### src/rtl/timer_pkg.sv
// Register map, field positions and byte-lane merge helper for the wb_timer block.
package timer_pkg;

   localparam logic [1:0] REG_CTRL    = 2'd0;
   localparam logic [1:0] REG_COUNT   = 2'd1;
   localparam logic [1:0] REG_COMPARE = 2'd2;
   localparam logic [1:0] REG_STATUS  = 2'd3;

   localparam int CTRL_EN       = 0;
   localparam int CTRL_IRQ_EN   = 1;
   localparam int CTRL_RELOAD   = 2;
   localparam int PRESCALE_LSB  = 8;
   localparam int PRESCALE_MSB  = 15;
   localparam int STATUS_MATCH  = 0;

   function automatic logic [31:0] byte_merge(input logic [31:0] old_val,
                                              input logic [31:0] new_val,
                                              input logic [3:0]  sel);
      logic [31:0] r;
      for (int i = 0; i < 4; i++)
         r[8*i +: 8] = sel[i] ? new_val[8*i +: 8] : old_val[8*i +: 8];
      return r;
   endfunction

endpackage

### src/rtl/wb_timer_if.sv
// Wishbone slave bus bundle (classic single-transfer subset, tags omitted).
interface wishboneSlave;
   logic        cyc_i;
   logic        stb_i;
   logic        we_i;
   logic [3:0]  sel_i;
   logic [31:0] adr_i;
   logic [31:0] dat_i;
   logic [31:0] dat_o;
   logic        ack_o;

   modport slave  (input cyc_i, stb_i, we_i, sel_i, adr_i, dat_i, output dat_o, ack_o);
   modport master (output cyc_i, stb_i, we_i, sel_i, adr_i, dat_i, input dat_o, ack_o);
endinterface

### src/rtl/timer_prescaler.sv
// Prescaler for wb_timer: one tick every limit+1 enabled cycles.
// Only built when TIMER_PRESCALER_EN is defined.
`ifdef TIMER_PRESCALER_EN
module timer_prescaler (
   input  logic       clock,
   input  logic       reset,
   input  logic       enable,
   input  logic [7:0] limit,
   output logic       tick
);
   logic [7:0] cnt;

   assign tick = enable && (cnt == limit);

   always_ff @(posedge clock or negedge reset) begin
      if (!reset)                cnt <= '0;
      else if (!enable || tick)  cnt <= '0;
      else                       cnt <= cnt + 8'd1;
   end
endmodule
`endif

### src/rtl/wb_timer.sv
// Wishbone interval timer: 32-bit counter with compare match and level irq.
// Define TIMER_PRESCALER_EN to build the 8-bit prescaler and CTRL.PRESCALE.
module wb_timer
   import timer_pkg::*;
#(
   parameter logic [31:0] RESET_COMPARE  = 32'hFFFF_FFFF,
   parameter logic [7:0]  RESET_PRESCALE = 8'd0
) (
   input  logic         clock,
   input  logic         reset,
   wishboneSlave.slave  bus,
   output logic         irq
);
   logic        en, irq_en, reload, match;
   logic [7:0]  prescale;
   logic [31:0] count, compare;
   logic [31:0] ctrl_rd, rd_data;
   logic        req, tick, hit;
   logic        wr_ctrl, wr_count, wr_compare, wr_status;
   logic        unused_adr;

   assign unused_adr = ^{bus.adr_i[31:4], bus.adr_i[1:0]};

   // A new transfer is accepted only while ack is low, giving one transfer per two clocks.
   assign req        = bus.cyc_i & bus.stb_i & ~bus.ack_o;
   assign wr_ctrl    = req & bus.we_i & (bus.adr_i[3:2] == REG_CTRL);
   assign wr_count   = req & bus.we_i & (bus.adr_i[3:2] == REG_COUNT);
   assign wr_compare = req & bus.we_i & (bus.adr_i[3:2] == REG_COMPARE);
   assign wr_status  = req & bus.we_i & (bus.adr_i[3:2] == REG_STATUS);

`ifdef TIMER_PRESCALER_EN
   always_ff @(posedge clock or negedge reset) begin
      if (!reset)                       prescale <= RESET_PRESCALE;
      else if (wr_ctrl && bus.sel_i[1]) prescale <= bus.dat_i[PRESCALE_MSB:PRESCALE_LSB];
   end

   timer_prescaler u_prescaler (
      .clock  (clock),
      .reset  (reset),
      .enable (en),
      .limit  (prescale),
      .tick   (tick)
   );
`else
   localparam logic [7:0] UNUSED_RESET_PRESCALE = RESET_PRESCALE;
   assign prescale = '0;
   assign tick     = en;
`endif

   assign hit = tick && (count == compare);
   assign irq = match & irq_en;

   // Bus writes are ordered last so they override the tick update of the same register.
   always_ff @(posedge clock or negedge reset) begin
      if (!reset) begin
         en      <= 1'b0;
         irq_en  <= 1'b0;
         reload  <= 1'b0;
         count   <= '0;
         compare <= RESET_COMPARE;
         match   <= 1'b0;
      end else begin
         if (tick) begin
            if (hit) begin
               count <= '0;
               if (!reload) en <= 1'b0;
            end else begin
               count <= count + 32'd1;
            end
         end
         if (hit)
            match <= 1'b1;
         else if (wr_status && bus.sel_i[0] && bus.dat_i[STATUS_MATCH])
            match <= 1'b0;
         if (wr_ctrl) begin
            en     <= bus.sel_i[0] ? bus.dat_i[CTRL_EN]     : en;
            irq_en <= bus.sel_i[0] ? bus.dat_i[CTRL_IRQ_EN] : irq_en;
            reload <= bus.sel_i[0] ? bus.dat_i[CTRL_RELOAD] : reload;
         end
         if (wr_count)   count   <= byte_merge(count, bus.dat_i, bus.sel_i);
         if (wr_compare) compare <= byte_merge(compare, bus.dat_i, bus.sel_i);
      end
   end

   always_comb begin
      ctrl_rd                             = '0;
      ctrl_rd[CTRL_EN]                    = en;
      ctrl_rd[CTRL_IRQ_EN]                = irq_en;
      ctrl_rd[CTRL_RELOAD]                = reload;
      ctrl_rd[PRESCALE_MSB:PRESCALE_LSB]  = prescale;
      rd_data                             = '0;
      case (bus.adr_i[3:2])
         REG_CTRL:    rd_data = ctrl_rd;
         REG_COUNT:   rd_data = count;
         REG_COMPARE: rd_data = compare;
         default:     rd_data[STATUS_MATCH] = match;
      endcase
   end

   always_ff @(posedge clock or negedge reset) begin
      if (!reset) begin
         bus.ack_o <= 1'b0;
         bus.dat_o <= '0;
      end else begin
         bus.ack_o <= req;
         bus.dat_o <= (req && !bus.we_i) ? rd_data : '0;
      end
   end

endmodule

### src/flat_wrapper.sv
// flat-port wrapper written by rule: the top's interface ports become plain ports
module wb_timer_flat import timer_pkg::*;
#(
   parameter logic [31:0] RESET_COMPARE  = 32'hFFFF_FFFF,
   parameter logic [7:0]  RESET_PRESCALE = 8'd0
)
  (clock, reset, irq, bus_cyc_i, bus_stb_i, bus_we_i, bus_sel_i, bus_adr_i, bus_dat_i, bus_dat_o, bus_ack_o);
  wishboneSlave bus_i ();
  input  logic clock;
  input  logic reset;
  output logic irq;
  input wire logic [$bits(bus_i.cyc_i)-1:0] bus_cyc_i;
  input wire logic [$bits(bus_i.stb_i)-1:0] bus_stb_i;
  input wire logic [$bits(bus_i.we_i)-1:0] bus_we_i;
  input wire logic [$bits(bus_i.sel_i)-1:0] bus_sel_i;
  input wire logic [$bits(bus_i.adr_i)-1:0] bus_adr_i;
  input wire logic [$bits(bus_i.dat_i)-1:0] bus_dat_i;
  output wire logic [$bits(bus_i.dat_o)-1:0] bus_dat_o;
  output wire logic [$bits(bus_i.ack_o)-1:0] bus_ack_o;
  assign bus_i.cyc_i = bus_cyc_i;
  assign bus_i.stb_i = bus_stb_i;
  assign bus_i.we_i = bus_we_i;
  assign bus_i.sel_i = bus_sel_i;
  assign bus_i.adr_i = bus_adr_i;
  assign bus_i.dat_i = bus_dat_i;
  assign bus_dat_o = bus_i.dat_o;
  assign bus_ack_o = bus_i.ack_o;
  wb_timer #(.RESET_COMPARE(RESET_COMPARE), .RESET_PRESCALE(RESET_PRESCALE)) u_core (.clock(clock), .reset(reset), .bus(bus_i), .irq(irq));
endmodule
### config.mk
export PLATFORM = sky130hd
export DESIGN_NAME = wb_timer_flat
export DESIGN_NICKNAME = d
export VERILOG_FILES = /design/src/rtl/timer_pkg.sv /design/src/rtl/wb_timer_if.sv /design/src/rtl/timer_prescaler.sv /design/src/rtl/wb_timer.sv /design/src/flat_wrapper.sv
export SDC_FILE = /design/constraint.sdc
export NUM_CORES = 1
export LEC_CHECK = 0
export CAP_MARGIN = 20
export CORE_MARGIN = 2
export CORE_UTILIZATION = 36
export DETAILED_ROUTE_END_ITERATION = 12
export GPL_TIMING_DRIVEN = 0
export SYNTH_ARGS = -nofsm -noshare
export SYNTH_HDL_FRONTEND = slang
export SYNTH_HIERARCHICAL = 1
export SYNTH_SLANG_ARGS = --single-unit
### constraint.sdc
create_clock -name clock -period 2.6 [get_ports clock]
set_input_delay 0.78 -clock clock [delete_from_list [all_inputs] [get_ports clock]]
set_output_delay 0.78 -clock clock [all_outputs]
set_load 0.02 [all_outputs]
Word level (Yosys, flattened, before mapping)
Cells that the tools add are included.

$add $sub $neg: 1. Multipliers: 0. Div/mod/pow operators: 0. Magnitude comparators: 0. Equality and inequality tests: 9. Shifts and indexed selects: 0. Multiplexer cells: 17. Bitwise gates (word level): 9. Reductions and logical operators: 17.

Operator list (count): $mux 32 (4); $pmux 31 s3 (1); $add 32x1->32 const B (1); $eq 32x32->1 (1); $mux 8 (4); $reduce_and 2->1 (9); $ne 2x2->1 const B (5); $and 1x1->1 (8); $mux 1 (7); $eq 2x2->1 const B (2); $logic_and 1x1->1 (4); $reduce_bool 2->1 (2); $pmux 1 s3 (1); $eq 2x1->1 const B (1); $logic_not 2->1 (1); $logic_not 1->1 (1); $not 1->1 (1).

Register bits: 101. Latch bits: 0. RAM bits: 0. Bits in read-only memories: 0. Input port bits: 73. Output and inout port bits: 34. Word-level logic and storage cells: 67. Memories: 0.

Longest topological paths before layout
Gate-level depths: netlist of run 1.

Depth after elaboration: 8. Depth in mapped cells: 10. Depth with buffers taken out: 7.

Least setup slack after synthesis of run 1
No wires, ideal clock.

Path kind: input to register. From: in bus_adr_i[2]. To: reg u_core.count[7]. Library setup time: 87 ps. Arrival time: 2321 ps. Required time: 2513 ps. Slack: 193 ps. Stages: 9. Buffers on the path: 3. Path through: buf_2 nor2b_1 buf_2 and2_1 buf_2 a21o_1 o21ai_0 or4b_1 o211ai_1.

Longest elaborated chain between the ends: 4. Elaborated cells between the ends (all ways): 6. Those cells by class: 2 x eq/ne; 1 x mux; 1 x bitwise; 2 x reduce/logical.

RTL lines: start: declaration (line flat_wrapper.sv:16) `input wire logic [$bits(bus_i.adr_i)-1:0] bus_adr_i;`; $eq 2x1->1 (*) (line wb_timer.sv:27) `assign wr_count = req & bus.we_i & (bus.adr_i[3:2] == REG_COUNT);`; $and 1x1->1 (*) (line wb_timer.sv:27); $ne 2x2->1 (no line) / $reduce_bool 2->1 (equally long branches); $reduce_and 2->1 (no line); end signal: assignment (line wb_timer.sv:68) `count <= count + 32'd1;`; end signal: assignment (line wb_timer.sv:80) `if (wr_count) count <= byte_merge(count, bus.dat_i, bus.sel_i);`; end: declaration (line wb_timer.sv:16) `logic [31:0] count, compare;`.

Every way passes the cells marked *; elsewhere a longest branch is shown, timed or not. A chain may end at the register's enable or synchronous reset.

Worst setup path in the final report of run 1
From: in bus_we_i. To: reg u_core.count[12].

Longest elaborated chain between the ends: 4. Elaborated cells between the ends (all ways): 6. Those cells by class: 1 x eq/ne; 1 x mux; 2 x bitwise; 2 x reduce/logical.

RTL lines: start: declaration (line flat_wrapper.sv:14) `input wire logic [$bits(bus_i.we_i)-1:0] bus_we_i;`; $and 1x1->1 (*) (2 in a row) (line wb_timer.sv:27); $ne 2x2->1 (no line) / $reduce_bool 2->1 (equally long branches); $reduce_and 2->1 (no line).

Marks and branches as above.

==> results of run 1 <==
==> where the power goes <==
| part | switching (W) | internal [W] |
|---|---|---|
| sequential | 0.000292 | 0.00194 |
| clock | 0.000578 | 0.000893 |
| combinational | 0.000957 | 0.000736 |
==> flip-flops by register name, indices dropped and copies added (netlist names) <==
signal / flops
u_core/match: 1
u_core/en: 1
u_core/irq_en: 1
u_core/bus.ack_o: 1
u_core/reload: 1
u_core/bus.dat_o: 32
u_core/compare: 32
u_core/count: 32
==> final timing paths <==
| path | slack (ps) | endpoint |
|---|---|---|
| worst max-delay path | 20 | u_core/count[12]$_DFFE_PN0P_ |
| min in group clock | 490 | u_core/bus.ack_o$_DFF_PN0_ |
| worst min register to register | 490 | u_core/bus.ack_o$_DFF_PN0_ |
| max in group asynchronous | 1420 | u_core/compare[26]$_DFFE_PN1P_ |
| worst min-delay path | 440 | u_core/count[10]$_DFFE_PN0P_ |
| worst max register to register | 50 | u_core/count[28]$_DFFE_PN0P_ |
==> area by class of cell <==
cell class | instances | area (sq um) | share of cell area (%)
Timing Repair Buffer | 76 | 771 | 11.3
Clock buffer | 12 | 256 | 3.75
Multi-Input combinational cell | 391 | 2640 | 38.6
Sequential cell | 101 | 2570 | 37.6
Clock inverter | 4 | 70.1 | 1.03
Buffer | 47 | 251 | 3.68
Tap cell | 184 | 230 | 3.37
Inverter | 13 | 48.8 | 0.714
==> repair_timing <==
item                       4_1_cts  5_1_grt
resized for setup               14       17
setup endpoints to repair       51       50
gates cloned                     0        0
pin swaps                        1        0
buffers inserted                 2        1
==> per-stage QoR <==
| stage | utilization, % | setup WS [ps] | total power [W] |
|---|---|---|---|
| floorplan | - | 193 | 0.00334 |
| finish | 46.7 | 22.5 | 0.00539 |
| CTS | 46.5 | 19.8 | 0.00541 |
| detailed placement | 43.9 | -751 | 0.00388 |
| global placement | 43.7 | -3170 | 0.00384 |
| global route | 46.7 | -45.2 | 0.00569 |
==> routing by layer <==
layer  up-vias  share of wire, %
li1       2190                 -
met1      2357                44
met2       199                48
met3        33               5.6
met4         0               2.1
met5         -                 0
==> cells in the final DEF, fill, tap and decap left out, drive strengths merged, types with 4 or more instances in the layout <==
cell type       n
o21ai          13
nand4          21
xnor2          29
a22oi          30
a21oi          28
a31oi          14
xor2            5
nor2b           4
clkbuf         37
o211ai          9
inv            13
or3             6
nor4            4
mux2           35
a32oi           9
buf            27
dfstp          32
and2            5
nand3          26
clkdlybuf4s50  70
and4            4
o22ai           7
nor2           60
nand2          35
dfrtp          69
and3            4
nor3            7
==> cell families (layout without fill, tap and decap cells) <==
group	after synthesis	in the layout	synth area share, %
AO/OA/AOI/OAI	132	132	16.5
XOR/XNOR	34	34	5.46
AND/OR/NAND/NOR	186	186	17.8
multiplexers	38	38	8.01
buffers and inverters	61	152	4.84
adder cells (fa/ha/maj)	1	1	0.230
flip-flops	101	101	47.1
==> results.md, run 1 <==
* Outcome: finished clean
* Clk_skew at 6.69 ps
* Ys Warns at 6
* Post-synth top cells: dfrtp_1 (69), nor2_1 (60), mux2_2 (35), nand2_1 (35), dfstp_2 (32)
* Setup TNS Final at 0 ps
* Die area at 16100 sq um
* Initial DRC count at 454
* Hold_ws at 439 ps
* Synth-to-Final Area Change at 25.4%
* Synth unique cells at 62
* Nets@finish at 713
* CP arrival at 2870 ps
* ANT nets after route at 0
* Worst Setup Path Type: input pin to register
* Cts bufs inserted at 9
* Pins Over Slew Limit at 0
* Final hold vios at 0
* GR Util All Layers at 21.0%
* GR Layer Usage met3 at 4.02%
* Register clock-pin slew on the reported worst setup and hold paths at 70 ps
* Most used DFF post-synth: dfrtp_1
* Worst setup startpoint: bus_we_i
* First-pass GRT wire length at 26400 um
* # DRC at 0
* H-Tree Level Count at 3
* Min Tclk post-route at 2580 ps
* Max Cap Violations at 0
* Fill count at 1383
* Mapped Cells at 553
* Leading area contributor after synthesis: dfrtp_1
* Worst path top cell family by delay: buffers and inverters
* Slowest CP cell: clkdlybuf4s50_1
* Met2 Track Usage GR at 34.1%
* Design Area, Final at 6830 sq um
* Crit path depth at 9
* IO Pins at 107
* Global route overflow at 0
* Post-synth ARST share at 100%
* Total Wirelength at 16600 um
* Vias in the first global route at 4813
* Starting Density at 37.2%
* # diodes at 0
* Worst hold path class: input pin to async pin
* Syn nets at 627
* Area share of the largest cell type after synthesis at 31.7%
* #FFs+latches synth at 101
* FP Rows at 44
* Crit-path most repeated cell: a21oi_1
* Clk sink count at 101
* Sequential area share after synthesis at 47.1%
* Worst VDD drop at 563 uV
* Via count at 4779
* Met1 Track Usage GR at 28.4%
* Number of synthesized flops with an enable pin at 0
* Power Density at 789 nW/um^2
* Max incr delay on CP at 440 ps
* Height of the die at 127 um
* Fraction of layout cells with a size suffix above 1 at 20.3%
* Reg2reg start: u_core/count[0]$_DFFE_PN0P_
* Synthesized area at 5450 sq um
* Crit path launch type: input pin
* Largest net degree at the start of global routing at 55
* Avg WL per Cell at 20.0 um
* Chip width at 127 um
* Vias per inst at 5.77
* DP Cell Count at 810
* Most frequent cell after synthesis: dfrtp_1
* Fin cells at 828
* LEAKAGE at 2.70 nW
* Setup violations, final at 0
* Mean area per synthesized cell at 9.86 sq um
* Slew Limit Headroom at 57.2%
* Critical-path maximum fanout at 10
* Number of I/O port buffers at 72
* Initial antenna violation count at 0
* CP bufs+invs at 3
* Routability cong. at 0.896
* Most used routing layer: met2
* Reg2Reg Depth at 7
* CTS root buf: clkbuf_16
* Worst-Margin Slew at 641 ps
* F_max at 388 MHz
* RSZ-0062 raised after global routing: true
* Synth top area cells: dfrtp_1 (32%), dfstp_2 (15%), mux2_2 (7.2%), xnor2_1 (4.7%), a22oi_1 (4.1%)
* Worst-Skew Late Latency at 350 ps
* Critical Path RT at 2890 ps
* CTS tree: done
* Final Cycle Share at 99.1%
* Hold Buf Count CTS at 0
* Cell Chain, Critical Path: clkdlybuf4s50_1 > and4b_1 > buf_6 > a21oi_1 > buf_4 > a21oi_1 > or3_1 > a211o_1 > nand3_1
* Dpl hpwl at 11800 um
* Worst-case clock buffer depth at 2
* Pre-Repair DR Iteration Count at 9
* CP endpoint kind: register
* Core area at 14600 sq um
* DP Area at 6430 sq um
Note: power is estimated with default switching activity, not from simulation.
==> run 2, diff against run 1 <==
--- a/config.mk
+++ b/config.mk
@@ -6,10 +6,14 @@
 export NUM_CORES = 1
 export LEC_CHECK = 0
 export CAP_MARGIN = 20
+export CELL_PAD_IN_SITES_DETAIL_PLACEMENT = 2
+export CELL_PAD_IN_SITES_GLOBAL_PLACEMENT = 2
 export CORE_MARGIN = 2
-export CORE_UTILIZATION = 36
+export CORE_UTILIZATION = 32
+export CTS_CLUSTER_SIZE = 12
 export DETAILED_ROUTE_END_ITERATION = 12
 export GPL_TIMING_DRIVEN = 0
+export PLACE_DENSITY_LB_ADDON = 0.1
 export SYNTH_ARGS = -nofsm -noshare
 export SYNTH_HDL_FRONTEND = slang
 export SYNTH_HIERARCHICAL = 1
==> results.md, run 2 (synthesized netlist as in run 1, its figures left out) <==
* Min Tclk post-route at 2570 ps (-9.49 ps)
* IO Pins at 107 (unchanged)
* Pre-Repair DR Iteration Count at 4 (-5)
* # DRC at 0 (unchanged)
* Worst hold path class: input pin to async pin
* Reg2reg end: u_core/count[14]$_DFFE_PN0P_
* # diodes at 0 (unchanged)
* Chip width at 135 um (+5.9%)
* Largest registers: u_core/bus.dat_o: 32 flops, u_core/compare: 32 flops, u_core/count: 32 flops
* CP arrival at 2800 ps (-70 ps)
* Initial DRC count at 268 (-41%)
* Worst Setup Path Type: register to register
* Most common cell after layout, fill and taps aside: clkdlybuf4s50_1
* Synth-to-Final Area Change at 27.9%
* Power Density at 798 nW/um^2 (+1.2%)
* Number of I/O port buffers at 72 (unchanged)
* Clk sink count at 101 (unchanged)
* Crit path launch type: register
* LEAKAGE at 2.75 nW (+2.0%)
* Worst path top cell family by delay: simple AND/OR/NAND/NOR gates
* Dpl hpwl at 14500 um (+23%)
* Core area at 16600 sq um (+14%)
* Nets@finish at 718 (+0.70%)
* ANT nets after route at 0 (unchanged)
* Max incr delay on CP at 460 ps (+20 ps)
* CP bufs+invs at 1 (-2)
* Cell Chain, Critical Path: xnor2_1 > nand4_1 > nor2_1 > and4_1 > buf_2 > o41ai_1 > a221o_1
* DP Area at 6470 sq um (+0.70%)
* Critical-path maximum fanout at 10 (unchanged)
* Reg2Reg Depth at 7 (unchanged)
* Most frequent cells in the layout: clkdlybuf4s50_1 (70), dfrtp_1 (69), nor2_1 (59), mux2_2 (35), nand2_1 (34)
* GR Util All Layers at 23.7% (+2.7 points)
* Worst-Margin Slew at 720 ps (+78.6 ps)
* FP Rows at 47 (+6.8%)
* First-pass GRT wire length at 32500 um (+23%)
* Worst-Skew Late Latency at 360 ps (about the same)
* Worst VDD drop at 335 uV (-41%)
* F_max at 389 MHz (+0.37%)
* Largest net degree at the start of global routing at 59 (+7.3%)
* Design Area, Final at 6970 sq um (+2.0%)
* Fraction of layout cells with a size suffix above 1 at 22.8% (+2.5 points)
* Worst-case clock buffer depth at 2 (unchanged)
* Cts bufs inserted at 9 (unchanged)
* Starting Density at 32.7% (-4.5 points)
* Outcome: finished clean
* Hold Buf Count CTS at 0 (unchanged)
* Initial antenna violation count at 0 (unchanged)
* Setup WS pre-CTS at -988 ps (-237 ps)
* Routability cong. at 0.828 (-7.5%)
* Register clock-pin slew on the reported worst setup and hold paths at 70 ps (about the same)
* CTS tree: done
* Setup violations, final at 0 (unchanged)
* Hold_ws at 442 ps (+3.61 ps)
* Final Cycle Share at 98.8% (-0.37 points)
* Via count at 4877 (+2.1%)
* CTS root buf: clkbuf_16
* Slowest CP cell: dfrtp_1
* Critical Path RT at 2830 ps (-60 ps)
* Max Cap Violations at 0 (unchanged)
* Global route overflow at 0 (unchanged)
* Clk_skew at 11.5 ps (+4.83 ps)
* Total Wirelength at 21000 um (+26%)
* Pins Over Slew Limit at 0 (unchanged)
* Vias per inst at 5.61 (-2.8%)
* Height of the die at 135 um (+5.9%)
* H-Tree Level Count at 3 (unchanged)
* Reg2reg start: u_core/count[20]$_DFFE_PN0P_
* CP endpoint kind: register
* PnR worst setup slack at 32.0 ps (+9.49 ps)
* Fill count at 1756 (+27%)
* Slew Limit Headroom at 52.0% (-5.2 points)
* Die area at 18100 sq um (+12%)
* Vias in the first global route at 5457 (+13%)
* Avg WL per Cell at 24.1 um (+20%)
* R2r setup slk at 30 ps (-20 ps)
* Final hold vios at 0 (unchanged)
[run 2: cell count changes in the layout (fill, tap and decap cells not counted), moves of 2 or more]
cell      before  now
a21oi_1       27   25
a21oi_2        1    3
buf_4         10   15
clkbuf_1      19   16
clkbuf_2       5    8
clkbuf_8       2    0
xnor2_1       29   25
xnor2_2        0    4
[run 2: how the worst max path moves through the flow]
stage | slack (ps) | cells past startpoint | start | end
final | 30 | 7 | u_core/count[20]$_DFFE_PN0P_ | u_core/count[14]$_DFFE_PN0P_
after global routing | -70 | 9 | u_core/count[5]$_DFFE_PN0P_ | u_core/count[9]$_DFFE_PN0P_
after CTS | 0.8 | 8 | u_core/count[20]$_DFFE_PN0P_ | u_core/count[28]$_DFFE_PN0P_
after detailed placement | -990 | 9 | bus_stb_i | u_core/count[16]$_DFFE_PN0P_
after global placement | -3420 | 1 | reset | u_core/bus.dat_o[10]$_DFF_PN0_
after floorplan | 190 | 9 | bus_adr_i[2] | u_core/count[7]$_DFFE_PN0P_
[run 2: per-stage QoR]
| step | power (W) | instances | util, % | setup TNS [ps] |
|---|---|---|---|---|
| detailed placement | 0.00401 | 846 | 38.9 | -46810 |
| CTS | 0.00556 | 864 | 41.4 | 0 |
| floorplan | 0.00334 | 553 | - | 0 |
| global placement | 0.00391 | 845 | 38.7 | -345210 |
| finish | 0.00556 | 869 | 41.9 | 0 |
| global route | 0.00587 | 869 | 41.9 | -403 |
[run 2: worst register-to-register path, delay by kind of cell (launching register included)]
kind	cells	cell delay (ps)
buffers and inverters	1	320
DFF	1	460
AOI/OAI and AO/OA	2	470
xor gates and xnor gates	1	420
and+or+nand+nor	3	790
[run 2: metal layers]
| metal | wire length (um) | track usage, % | part of all wire, % |
|---|---|---|---|
| met5 | 0 | 0 | 0 |
| met4 | 293 | 6.08 | 1.4 |
| met3 | 804 | 2.93 | 3.8 |
| met2 | 10600 | 41.4 | 51 |
| met1 | 9270 | 31.3 | 44 |
[run 2: power breakdown]
part | internal [W] | switching, W
registers | 0.00193 | 0.000350
clock network | 0.000847 | 0.000627
logic | 0.000754 | 0.00105
[run 2: area by class of cell]
type	count	area, sq um	share of cell area [%]
Multi-Input combinational cell	391	2700	38.8
Timing Repair Buffer	83	817	11.7
Inverter	13	48.8	0.700
Clock inverter	4	73.8	1.06
Sequential cell	101	2570	36.8
Buffer	45	248	3.55
Tap cell	220	275	3.95
Clock buffer	12	236	3.39
[run 2: timing repair]
item | 4_1_cts | 5_1_grt
cloned | 0 | 1
resized for setup | 26 | 19
pin swaps | 3 | 5
setup endpoints to repair | 76 | 26
buffers inserted | 4 | 5
